[src/rtl/dsadc_pkg.sv]
// Shared types for the dual-slope ADC sequencer: FSM state encoding and error codes.
package dsadc_pkg;

  typedef enum logic [2:0] {
    IDLE,
    RST,
    INT,
    DEI,
    DONE
  } state_t;

  localparam logic [1:0] ERR_OK  = 2'd0;
  localparam logic [1:0] ERR_REF = 2'd1;
  localparam logic [1:0] ERR_OVR = 2'd2;
  localparam logic [1:0] ERR_SAT = 2'd3;

endpackage

[src/rtl/dsadc_sync.sv]
// SYNC_N-deep synchroniser for the three asynchronous AFE status lines.
module dsadc_sync #(
  parameter int SYNC_N = 2
) (
  input  logic       clk_i,
  input  logic       rst_i,
  input  logic [2:0] d_i,
  output logic [2:0] q_o
);

  logic [2:0] stage [SYNC_N];

  always_ff @(posedge clk_i or posedge rst_i) begin
    if (rst_i) begin
      for (int i = 0; i < SYNC_N; i++) stage[i] <= 3'b000;
    end else begin
      stage[0] <= d_i;
      for (int i = 1; i < SYNC_N; i++) stage[i] <= stage[i-1];
    end
  end

  assign q_o = stage[SYNC_N-1];

endmodule

[src/rtl/dual_slope_ctrl.sv]
// Dual-slope ADC sequencer: reset, integrate, de-integrate and report a signed count.
// Optional feature: DSADC_AUTORANGE_EN enables one automatic range switch on saturation.
module dual_slope_ctrl
  import dsadc_pkg::*;
#(
  parameter int NCH    = 4,
  parameter int CNT_W  = 16,
  parameter int T_INT  = 1024,
  parameter int T_RST  = 16,
  parameter int SYNC_N = 2,
  localparam int CH_W  = (NCH > 1) ? $clog2(NCH) : 1
) (
  input  logic             clk_i,
  input  logic             rst_i,
  input  logic             start_i,
  input  logic [CH_W-1:0]  ch_i,
  input  logic             range_i,
  output logic             busy_o,
  output logic [CH_W-1:0]  afe_sel_o,
  output logic             afe_reset_o,
  output logic             mode_sel_o,
  output logic             ref_sign_o,
  output logic             range_sel_o,
  input  logic             comp_i,
  input  logic             sat_hi_i,
  input  logic             sat_lo_i,
  input  logic             ref_ok_i,
  output logic             done_o,
  output logic [CNT_W-1:0] result_o,
  output logic             sign_o,
  output logic [CH_W-1:0]  ch_o,
  output logic             range_o,
  output logic [1:0]       err_o
);

  localparam logic [CNT_W-1:0] CNT_MAX  = '1;
  localparam logic [CNT_W-1:0] RST_LAST = CNT_W'(T_RST - 1);
  localparam logic [CNT_W-1:0] INT_LAST = CNT_W'(T_INT - 1);

  state_t           state;
  logic [CNT_W-1:0] cnt;
  logic             pol;
  logic [2:0]       sync_q;
  logic             comp_s, sat_s, ref_ok_s;

  dsadc_sync #(.SYNC_N(SYNC_N)) u_sync (
    .clk_i (clk_i),
    .rst_i (rst_i),
    .d_i   ({comp_i, sat_hi_i | sat_lo_i, ref_ok_i}),
    .q_o   (sync_q)
  );

  assign {comp_s, sat_s, ref_ok_s} = sync_q;

  // Exit decisions that end a conversion, plus the autorange restart request.
  logic             fin;
  logic             restart;
  logic [1:0]       fin_err;
  logic [CNT_W-1:0] fin_res;
  logic             fin_sign;
  logic             sat_fail;

  always_comb begin
    fin      = 1'b0;
    restart  = 1'b0;
    fin_err  = ERR_OK;
    fin_res  = '0;
    fin_sign = 1'b0;
    sat_fail = 1'b0;
    if ((state == INT || state == DEI) && sat_s) begin
`ifdef DSADC_AUTORANGE_EN
      if (!range_sel_o) restart = 1'b1;
      else              sat_fail = 1'b1;
`else
      sat_fail = 1'b1;
`endif
    end
    case (state)
      IDLE: begin
        if (start_i && !ref_ok_s) begin
          fin     = 1'b1;
          fin_err = ERR_REF;
        end
      end
      INT: begin
        if (sat_fail) begin
          fin     = 1'b1;
          fin_err = ERR_SAT;
        end
      end
      DEI: begin
        if (!ref_ok_s) begin
          fin      = 1'b1;
          fin_err  = ERR_REF;
          fin_res  = cnt + 1'b1;
          fin_sign = pol;
        end else if (sat_fail) begin
          fin      = 1'b1;
          fin_err  = ERR_SAT;
        end else if (restart) begin
          fin      = 1'b0;
        end else if (comp_s != pol) begin
          fin      = 1'b1;
          fin_res  = cnt + 1'b1;
          fin_sign = pol;
        end else if (cnt == CNT_MAX - 1'b1) begin
          fin      = 1'b1;
          fin_err  = ERR_OVR;
          fin_res  = CNT_MAX;
          fin_sign = pol;
        end
      end
      default: begin
      end
    endcase
  end

  // Sequencer with every AFE control and result field registered.
  always_ff @(posedge clk_i or posedge rst_i) begin
    if (rst_i) begin
      state       <= IDLE;
      cnt         <= '0;
      pol         <= 1'b0;
      busy_o      <= 1'b0;
      afe_sel_o   <= '0;
      afe_reset_o <= 1'b1;
      mode_sel_o  <= 1'b0;
      ref_sign_o  <= 1'b0;
      range_sel_o <= 1'b0;
      done_o      <= 1'b0;
      result_o    <= '0;
      sign_o      <= 1'b0;
      ch_o        <= '0;
      range_o     <= 1'b0;
      err_o       <= ERR_OK;
    end else begin
      done_o <= 1'b0;
      if (fin) begin
        state       <= DONE;
        done_o      <= 1'b1;
        busy_o      <= 1'b1;
        afe_reset_o <= 1'b1;
        mode_sel_o  <= 1'b0;
        ref_sign_o  <= 1'b0;
        result_o    <= fin_res;
        sign_o      <= fin_sign;
        err_o       <= fin_err;
        ch_o        <= (state == IDLE) ? ch_i : afe_sel_o;
        range_o     <= (state == IDLE) ? range_i : range_sel_o;
        if (state == IDLE) begin
          afe_sel_o   <= ch_i;
          range_sel_o <= range_i;
        end
      end else if (restart) begin
        state       <= RST;
        cnt         <= '0;
        afe_reset_o <= 1'b1;
        mode_sel_o  <= 1'b0;
        ref_sign_o  <= 1'b0;
        range_sel_o <= 1'b1;
      end else begin
        case (state)
          IDLE: begin
            if (start_i) begin
              state       <= RST;
              busy_o      <= 1'b1;
              afe_sel_o   <= ch_i;
              range_sel_o <= range_i;
              afe_reset_o <= 1'b1;
              cnt         <= '0;
            end
          end
          RST: begin
            if (cnt == RST_LAST) begin
              state       <= INT;
              cnt         <= '0;
              afe_reset_o <= 1'b0;
            end else begin
              cnt <= cnt + 1'b1;
            end
          end
          INT: begin
            if (cnt == INT_LAST) begin
              state      <= DEI;
              cnt        <= '0;
              pol        <= comp_s;
              mode_sel_o <= 1'b1;
              ref_sign_o <= comp_s;
            end else begin
              cnt <= cnt + 1'b1;
            end
          end
          DEI: begin
            cnt <= cnt + 1'b1;
          end
          DONE: begin
            state  <= IDLE;
            busy_o <= 1'b0;
          end
          default: begin
            state <= IDLE;
          end
        endcase
      end
    end
  end

endmodule

[config.mk]
export PLATFORM = sky130hd
export DESIGN_NAME = dual_slope_ctrl
export DESIGN_NICKNAME = d
export VERILOG_FILES = /design/src/rtl/dsadc_pkg.sv /design/src/rtl/dsadc_sync.sv /design/src/rtl/dual_slope_ctrl.sv
export SDC_FILE = /design/constraint.sdc
export NUM_CORES = 1
export LEC_CHECK = 0
export CAP_MARGIN = 20
export CORE_MARGIN = 8
export CORE_UTILIZATION = 50
export CTS_BUF_LIST = sky130_fd_sc_hd__clkbuf_8
export DETAILED_ROUTE_END_ITERATION = 12
export GPL_TIMING_DRIVEN = 1
export PLACE_DENSITY = 0.74
export SLEW_MARGIN = 20
export SYNTH_ARGS = -nofsm -noshare
export SYNTH_HDL_FRONTEND = slang
export SYNTH_SLANG_ARGS = --single-unit
[constraint.sdc]
create_clock -name clk_i -period 4 [get_ports clk_i]
set_input_delay 0.8 -clock clk_i [delete_from_list [all_inputs] [get_ports clk_i]]
set_output_delay 0.8 -clock clk_i [all_outputs]
set_load 0.05 [all_outputs]
== Yosys cells after proc, flatten, opt, wreduce, memory -nomap -nowiden ==
Cells that the tools add are included.
Storage, ports and cells
  register bits: 56
  input bits: 10
Cells by class
  $add $sub $neg: 1
  equal/unequal tests: 13
  mux-type cells: 55
  bitwise gates (word level): 2
  reductions and logical operators: 19
Operators with widths (count)
  16-bit 2-to-1 mux: 8
  16-bit case mux with 4 select lines: 1
  1-bit 2-to-1 mux: 28
  2-bit 2-to-1 mux: 9
  16-bit by 1-bit adder with 16-bit output (second input constant): 1
  16-bit by 10-bit == test with 1-bit output (second input constant): 1
  16-bit == test (second input constant): 1
  16-bit by 4-bit == test with 1-bit output (second input constant): 1
  3-bit 2-to-1 mux: 4
  3-bit case mux with 4 select lines: 1
  3-bit AND reduction: 3
  2-bit nonzero test: 4
  3-bit by 2-bit == test with 1-bit output (second input constant): 2
  3-bit inequality test (second input constant): 2
  2-bit case mux with 3 select lines: 1
  2-bit AND reduction: 3
  3-bit nonzero test: 2
  2-bit inequality test (second input constant): 2
  1-bit case mux with 2 select lines: 2
  4-bit AND reduction: 1
  4-bit nonzero test: 1
  3-bit by 1-bit == test with 1-bit output (second input constant): 1
  3-bit == test (second input constant): 1
  3-bit zero test: 1
  8 further kinds: 9

== Depth between registers and ports, before layout ==
Gate-level depths: netlist of the first run.
  depth in word-level cells: 9
  depth in mapped cells: 10
  depth with buffers taken out: 8

== Hierarchy ==
From an unflattened synthesis of the first run, not the netlist that was laid out.
Second synthesis, totals
  cells, all modules: 262
  area total of the unflattened synthesis: 2730.1 sq um
Modules (own cells, without submodules)
  dual_slope_ctrl: instances 1, cells each 252, area an instance 2553.7 sq um, seq. area each 1252.5 sq um
  dsadc_sync: instances 1, cells each 10, area an instance 176.4 sq um, seq. area each 150.1 sq um

== Worst setup path after synthesis of the first run ==
Ideal clock, no wire load.
  path kind: reg-to-reg
  start: reg cnt[10]
  end: reg pol
  setup time: 128 ps
  data arrival time: 2425 ps
  data required time: 3872 ps
  slack: 1448 ps
  stages on the path, launching flop included: 8
  path buffers: 1
  cell sequence: dfrtp_1 > buf_6 > or4_1 > or4_4 > nor4_4 > nand3_1 > nor2_2 > mux2_1
Between the ends
  word-level cells in the longest chain between the ends: 8
Ends and longest elaborated chain
  start: declaration: line dual_slope_ctrl.sv:41  | logic [CNT_W-1:0] cnt;
  start signal: assignment: line dual_slope_ctrl.sv:179  | cnt <= cnt + 1'b1;
  start signal: assignment: line dual_slope_ctrl.sv:190  | cnt <= cnt + 1'b1;
  start signal: assignment: line dual_slope_ctrl.sv:194  | cnt <= cnt + 1'b1;
  16-bit == test: line dual_slope_ctrl.sv:106  | end else if (cnt == CNT_MAX - 1'b1) begin
  1-bit 2-to-1 mux: line dual_slope_ctrl.sv:106
  1-bit 2-to-1 mux: line dual_slope_ctrl.sv:102  | end else if (comp_s != pol) begin
  1-bit 2-to-1 mux: line dual_slope_ctrl.sv:97  | end else if (sat_fail) begin
  1-bit 2-to-1 mux: line dual_slope_ctrl.sv:92  | if (!ref_ok_s) begin
  1-bit case mux with 3 select lines: line dual_slope_ctrl.sv:78  | case (state)
  1-bit NOT (no line)
  3-bit AND reduction (no line) (*)
  end signal: assignment: line dual_slope_ctrl.sv:186  | pol <= comp_s;
  end: declaration: line dual_slope_ctrl.sv:42  | logic pol;
Mark *: on every way between the ends. The rest lies on a longest branch, timed or not.
A chain may end at the register's enable or synchronous reset.

== Final worst setup path of the first run ==
  start: reg cnt[10]
  end: reg cnt[14]
Between the ends
  word-level cells in the longest chain between the ends: 8
Ends and longest elaborated chain (line)
  16-bit == test: dual_slope_ctrl.sv:106
  1-bit 2-to-1 mux: dual_slope_ctrl.sv:106
  1-bit 2-to-1 mux: dual_slope_ctrl.sv:102
  1-bit 2-to-1 mux: dual_slope_ctrl.sv:97
  1-bit 2-to-1 mux: dual_slope_ctrl.sv:92
  1-bit case mux with 3 select lines: dual_slope_ctrl.sv:78
  1-bit NOT (no line)
  3-bit AND reduction (no line)
Parallel ways exist; a longest one is shown, timed or not.

==> impl_metrics.csv, run 1 <==
group,metric,value,unit
synthesis,synth_top_cell_area_share,50.8,%
global_route,grt_antenna_before_repair,0,
floorplan,ioPinCount,40,
power_and_ir_drop,p_per_area,647,nW/um^2
critical_path,crit_type,"reg2reg",
sta,clock_skew,10.7,ps
drt,ant_nets,0,
clocking,clock_sinks,56,
clocking,cts_htree_levels,2,
critical_path,cp.required,4180,ps
synthesis,yosys.area.top_type,"dfrtp_1",
synthesis,synthFlopType,"dfrtp_1",
floorplan,die_w,89.6,um
power_and_ir_drop,max-vdd-ir-drop,0.528,mV
critical_path,cp-end-kind,"flip-flop",
global_route,grt_start_max_net_pins,31,
floorplan,rows,26,
synthesis,synth_seq_cells,56,
cells_and_area,final_nets,308,
floorplan,die_y,89.6,um
drt,viasPerCell,5.50,
synthesis,synthTopCellsByArea,"dfrtp_1, nand2_1, a22o_1, nor2_1, o21ai_2",
critical_path,worstPathMaxFanout,12,
sta,slew_headroom,50.7,%
placed_design,gp_congestion,0.871,
synthesis,ys_seq_area_share,51.8,%
sta,worst_pin_slew,734,ps
synthesis,synthesis.nets,273,
clocking,worstSkewPairLatency,310,ps
cells_and_area,seq_area,1400,um^2
sta,fmax,357,MHz
global_route,grt_pass1_wl,9500,um
clocking,path_clk_slew,100,ps
drt,vias,2018,
synthesis,syn_area_per_cell,10.4,um^2
cells_and_area,drive_above_1_share,11.8,%
min_path,hp-class,"reg2reg",
cells_and_area,multi_input_area,1210,um^2
drt,firstDrtPassIters,4,
outcome,outcome,"completed",
drt,drtIter0Drc,191,
floorplan,design.die.area,8030,um^2
clocking,cts-resized-gates,0,
cells_and_area,synthToLayoutAreaGrowth,19.1,%
sta,finalHoldViolCount,0,
sta,tns,0,ps
drt,wl_per_cell,15.3,um
clocking,cts_root_buf,"clkbuf_8",
sta,slew_viol_final,0,
sta,hold-worst-slack,356,ps
synthesis,syn_area,2710,um^2
placed_design,post-dp-hpwl,4140,um
placed_design,io_buffer_count,39,
clocking,cts_tree,"built",
synthesis,yosys_warnings,0,
job,max_cap_viol_count,0,
floorplan,fp.coreArea,5170,um^2
sta,setup_viol,0,
cells_and_area,final_cell_mix,"dfrtp_1, nand2_1, clkdlybuf4s50_1, nor2_1, a22o_1",
global_route,grt_usage,15.3,%
synthesis,async_flop_share,100,%
floorplan,start_util,52.3,%
sta,rsz0062_at_grt,"false",
clocking,cts_setup_buffers,0,
power_and_ir_drop,p_leak,1.42,nW
clocking,cts_buffer_depth,2,
sta,min_period_over_period,70.1,%
drt,drc_errors,0,
global_route,grt_pass1_vias,1917,
global_route,grt-ovfl-total,0,
sta,finalCriticalPeriod,2800,ps
drt,routed_wl,5610,um
clocking,cts_buffers,5,
clocking,hold_buffers,0,
placed_design,dpl.cell_count,359,
cells_and_area,final.fill_count,439,
synthesis,postSynthCellCount,261,
critical_path,cp-start-kind,"flip-flop",
synthesis,synth-edff-count,0,
cells_and_area,mostFrequentLayoutCell,"dfrtp_1",
critical_path,arrival,2980,ps
cells_and_area,finalNonFillerCells,367,
synthesis,ys_types,53,
cells_and_area,antenna_cells,0,
kinds of logic after synthesis:
| family | share of synthesized area, % |
|---|---|
| buffers and inverters | 3.47 |
| xor gates and xnor gates | 3.23 |
| adders and majority gates | 0.924 |
| and+or+nand+nor | 19.7 |
| AOI/OAI and AO/OA | 17.7 |
| muxes | 3.14 |
| DFF | 51.8 |
cells in the mapped netlist (4+ instances only):
cell type and n:
inv_1 6, nand2b_1 4, nand4_1 5, or2_2 4, a21oi_1 4, o21ai_0 9
xnor2_1 6, nand2_1 44, clkbuf_1 8, mux2i_1 4, nor2b_1 4, nor2_1 18
a22o_1 17, o21ai_2 7, xor2_1 4, nor4_1 4, nand3_1 9, dfrtp_1 55
where the power goes:
group / total, mW / internal [mW] / leakage [nW] / switching, mW
Sequential: 0.782 / 0.682 / 0.735 / 0.100
Clock: 0.326 / 0.142 / 0.0516 / 0.184
Combinational: 0.977 / 0.329 / 0.633 / 0.648
Total: 2.09 / 1.15 / 1.42 / 0.932
critical path, cell delays in order, from the launching register on:
cell and delay (ps):
dfrtp_1 480, or4_1 550, or4_4 520, nor4_4 340
nor3_1 160, a21oi_4 440, o21ai_0 180
sequential cells by signal, summed over array words and instances, names as in the netlist, 2 cells and up:
name          count
err_o             2
ch_o              2
afe_sel_o         2
u_sync.stage      3
cnt              16
u_sync.q_o        3
state             3
result_o         16
through the flow:
| step | instance area (um^2) | power [mW] | util (%) | setup slack, ps |
|---|---|---|---|---|
| floorplan | 2710 | 1.49 | - | 1450 |
| global placement | 3130 | 1.77 | 60.5 | 1270 |
| detailed placement | 3130 | 1.78 | 60.5 | 1200 |
| CTS | 3230 | 2.10 | 62.4 | 1180 |
| global route | 3230 | 2.20 | 62.4 | 984 |
| finish | 3230 | 2.09 | 62.4 | 1200 |
worst paths after layout:
check / start / endpoint / slack [ps] / depth (start not counted)
setup reg to reg: cnt[10]$_DFFE_PP0P_ / cnt[14]$_DFFE_PP0P_ / 1200 / 6
setup / recovery: cnt[10]$_DFFE_PP0P_ / cnt[14]$_DFFE_PP0P_ / 1200 / 6
hold reg to reg: u_sync.stage[3]$_DFF_PP0_ / u_sync.q_o[0]$_DFF_PP0_ / 360 / 0
max in group asynchronous: rst_i / cnt[9]$_DFFE_PP0P_ / 2350 / 3
min in group asynchronous: rst_i / ref_sign_o$_DFFE_PP0P_ / 880 / 2
hold / removal: u_sync.stage[3]$_DFF_PP0_ / u_sync.q_o[0]$_DFF_PP0_ / 360 / 0
layer usage:
metal / track usage (%) / up-vias / share of wire (%)
met5: 0 / - / 0
met4: 5.89 / 0 / 1.6
met3: 3.28 / 9 / 5.5
met2: 22.7 / 55 / 44
met1: 21.2 / 954 / 49
li1: - / 1000 / -
final cells by class:
type | instances | area share, %
inverters | 6 | 0.698
well taps | 70 | 2.72
clock buffers | 6 | 2.56
clock inverters | 2 | 0.427
repair buffers | 41 | 12.6
multi-input cells | 186 | 37.5
flip-flops and latches | 56 | 43.5
Note: power is estimated with default switching activity, not from simulation.
==> inputs of run 2 (changes only) <==
==> constraint.sdc (replaced) <==
create_clock -name clk_i -period 2.8 [get_ports clk_i]
set_input_delay 0.56 -clock clk_i [delete_from_list [all_inputs] [get_ports clk_i]]
set_output_delay 0.56 -clock clk_i [all_outputs]
set_load 0.05 [all_outputs]
==> impl_metrics.csv, run 2 (same netlist as run 1, synthesis figures left out) <==
group,metric,value,unit
sta,fmax,375,MHz
outcome,outcome,"completed",
critical_path,crit_type,"reg2reg",
cells_and_area,final.fill_count,432,
power_and_ir_drop,p_per_area,915,nW/um^2
cells_and_area,finalNonFillerCells,375,
drt,viasPerCell,5.54,
placed_design,io_buffer_count,39,
critical_path,cp.required,3000,ps
global_route,grt-ovfl-total,0,
power_and_ir_drop,max-vdd-ir-drop,0.906,mV
sta,slew_viol_final,0,
cells_and_area,antenna_cells,0,
cells_and_area,seq_area,1400,um^2
drt,ant_nets,0,
floorplan,fp.coreArea,5170,um^2
critical_path,rr_endpoint,"pol$_DFFE_PP0P_",
sta,slew_headroom,61.6,%
critical_path,cp-start-kind,"flip-flop",
floorplan,start_util,52.3,%
sta,finalHoldViolCount,0,
clocking,cts-resized-gates,0,
critical_path,crit_path_end,"pol$_DFFE_PP0P_",
clocking,cts_buffers,5,
cells_and_area,drive_above_1_share,13.8,%
critical_path,startpoint,"cnt[11]$_DFFE_PP0P_",
floorplan,die_y,89.6,um
cells_and_area,synthToLayoutAreaGrowth,22.4,%
cells_and_area,mostFrequentLayoutCell,"dfrtp_1",
global_route,grt_antenna_before_repair,0,
critical_path,r2r_setup_slack,130,ps
sta,min_period_over_period,95.2,%
sta,rsz0062_at_grt,"false",
job,max_cap_viol_count,0,
sta,hold-worst-slack,359,ps
global_route,grt_start_max_net_pins,31,
floorplan,design.die.area,8030,um^2
drt,wl_per_cell,14.9,um
sta,clock_skew,12.2,ps
drt,firstDrtPassIters,4,
critical_path,worstPathMaxFanout,7,
global_route,grt_pass1_wl,9650,um
sta,worst_pin_slew,575,ps
power_and_ir_drop,p_leak,1.47,nW
clocking,cts_htree_levels,2,
sta,tns,0,ps
clocking,path_clk_slew,90,ps
cells_and_area,reg.largest.list,"cnt x16, result_o x16",
clocking,worstSkewPairLatency,310,ps
drt,routed_wl,5580,um
floorplan,ioPinCount,40,
cells_and_area,multi_input_area,1210,um^2
clocking,cts_root_buf,"clkbuf_8",
drt,drtIter0Drc,177,
min_path,hold_depth,0,
global_route,grt_pass1_vias,1972,
floorplan,die_w,89.6,um
drt,drc_errors,0,
global_route,grt_usage,15.6,%
critical_path,reg2reg_depth,6,
placed_design,post-dp-hpwl,4310,um
floorplan,rows,26,
sta,finalCriticalPeriod,2670,ps
clocking,cts_tree,"built",
min_path,hp-class,"reg2reg",
drt,vias,2076,
clocking,hold_buffers,0,
critical_path,r2r-start,"cnt[11]$_DFFE_PP0P_",
cells_and_area,final_cell_mix,"dfrtp_1, nand2_1, clkdlybuf4s50_1, nor2_1, a22o_1",
sta,setup_viol,0,
clocking,cts_setup_buffers,0,
critical_path,cp-end-kind,"flip-flop",
clocking,cts_buffer_depth,2,
clocking,clock_sinks,56,
placed_design,gp_congestion,0.900,
critical_path,arrival,2860,ps
placed_design,dpl.cell_count,367,
cells_and_area,final_nets,316,
run 2: worst max-delay path, stage by stage, from the launching register on:
cell and delay [ps]:
dfrtp_1 440, or4_1 530, or4_4 520, nor4_4 350, nand3_1 210, nor2_2 170
mux2_1 330
run 2: power by group:
group | switching (mW) | internal [mW] | total [mW]
registers | 0.142 | 0.975 | 1.12
logic | 0.941 | 0.543 | 1.48
clock network | 0.255 | 0.175 | 0.430
run 2: worst min-delay path by stage:
| stage | to | startpoint |
|---|---|---|
| detailed placement | u_sync.q_o[1]$_DFF_PP0_ | u_sync.stage[4]$_DFF_PP0_ |
| finish | u_sync.q_o[2]$_DFF_PP0_ | u_sync.stage[5]$_DFF_PP0_ |
| CTS | u_sync.q_o[1]$_DFF_PP0_ | u_sync.stage[4]$_DFF_PP0_ |
| floorplan | u_sync.q_o[0]$_DFF_PP0_ | u_sync.stage[3]$_DFF_PP0_ |
| global placement | u_sync.q_o[1]$_DFF_PP0_ | u_sync.stage[4]$_DFF_PP0_ |
| global route | u_sync.q_o[1]$_DFF_PP0_ | u_sync.stage[4]$_DFF_PP0_ |
run 2: area by class of cell:
cell class	count	area share, %
inverter	6	0.680
clock buffer	5	2.08
multi-input combinational	186	36.6
tap	70	2.64
clock inverter	3	0.529
sequential	56	42.3
timing repair buffer	49	15.2
run 2: metrics by stage:
stage	cell area (um^2)	util (%)	power, mW	worst slack (ps)
floorplan	2710	-	2.13	248
global placement	3230	62.4	2.60	212
detailed placement	3230	62.4	2.63	151
CTS	3310	64.1	3.06	138
global route	3310	64.1	3.21	1.34
finish	3310	64.1	3.03	135
run 2: routing by layer:
layer  wire [um]  up-vias  global-route usage [%]
met5           0        -                       0
met4          63        0                    4.83
met3         291        8                    3.28
met2        2540       48                    24.1
met1        2690     1002                    21.4
li1            -     1018                       -
==> inputs of run 3 (changes only) <==
--- a/config.mk
+++ b/config.mk
@@ -10,7 +10,6 @@
 export CORE_UTILIZATION = 50
 export CTS_BUF_LIST = sky130_fd_sc_hd__clkbuf_8
 export DETAILED_ROUTE_END_ITERATION = 12
-export GPL_TIMING_DRIVEN = 1
 export PLACE_DENSITY = 0.74
 export SLEW_MARGIN = 20
 export SYNTH_ARGS = -nofsm -noshare
==> results of run 3 <==
Final layout, timing and power as in run 2 (identical DEF).
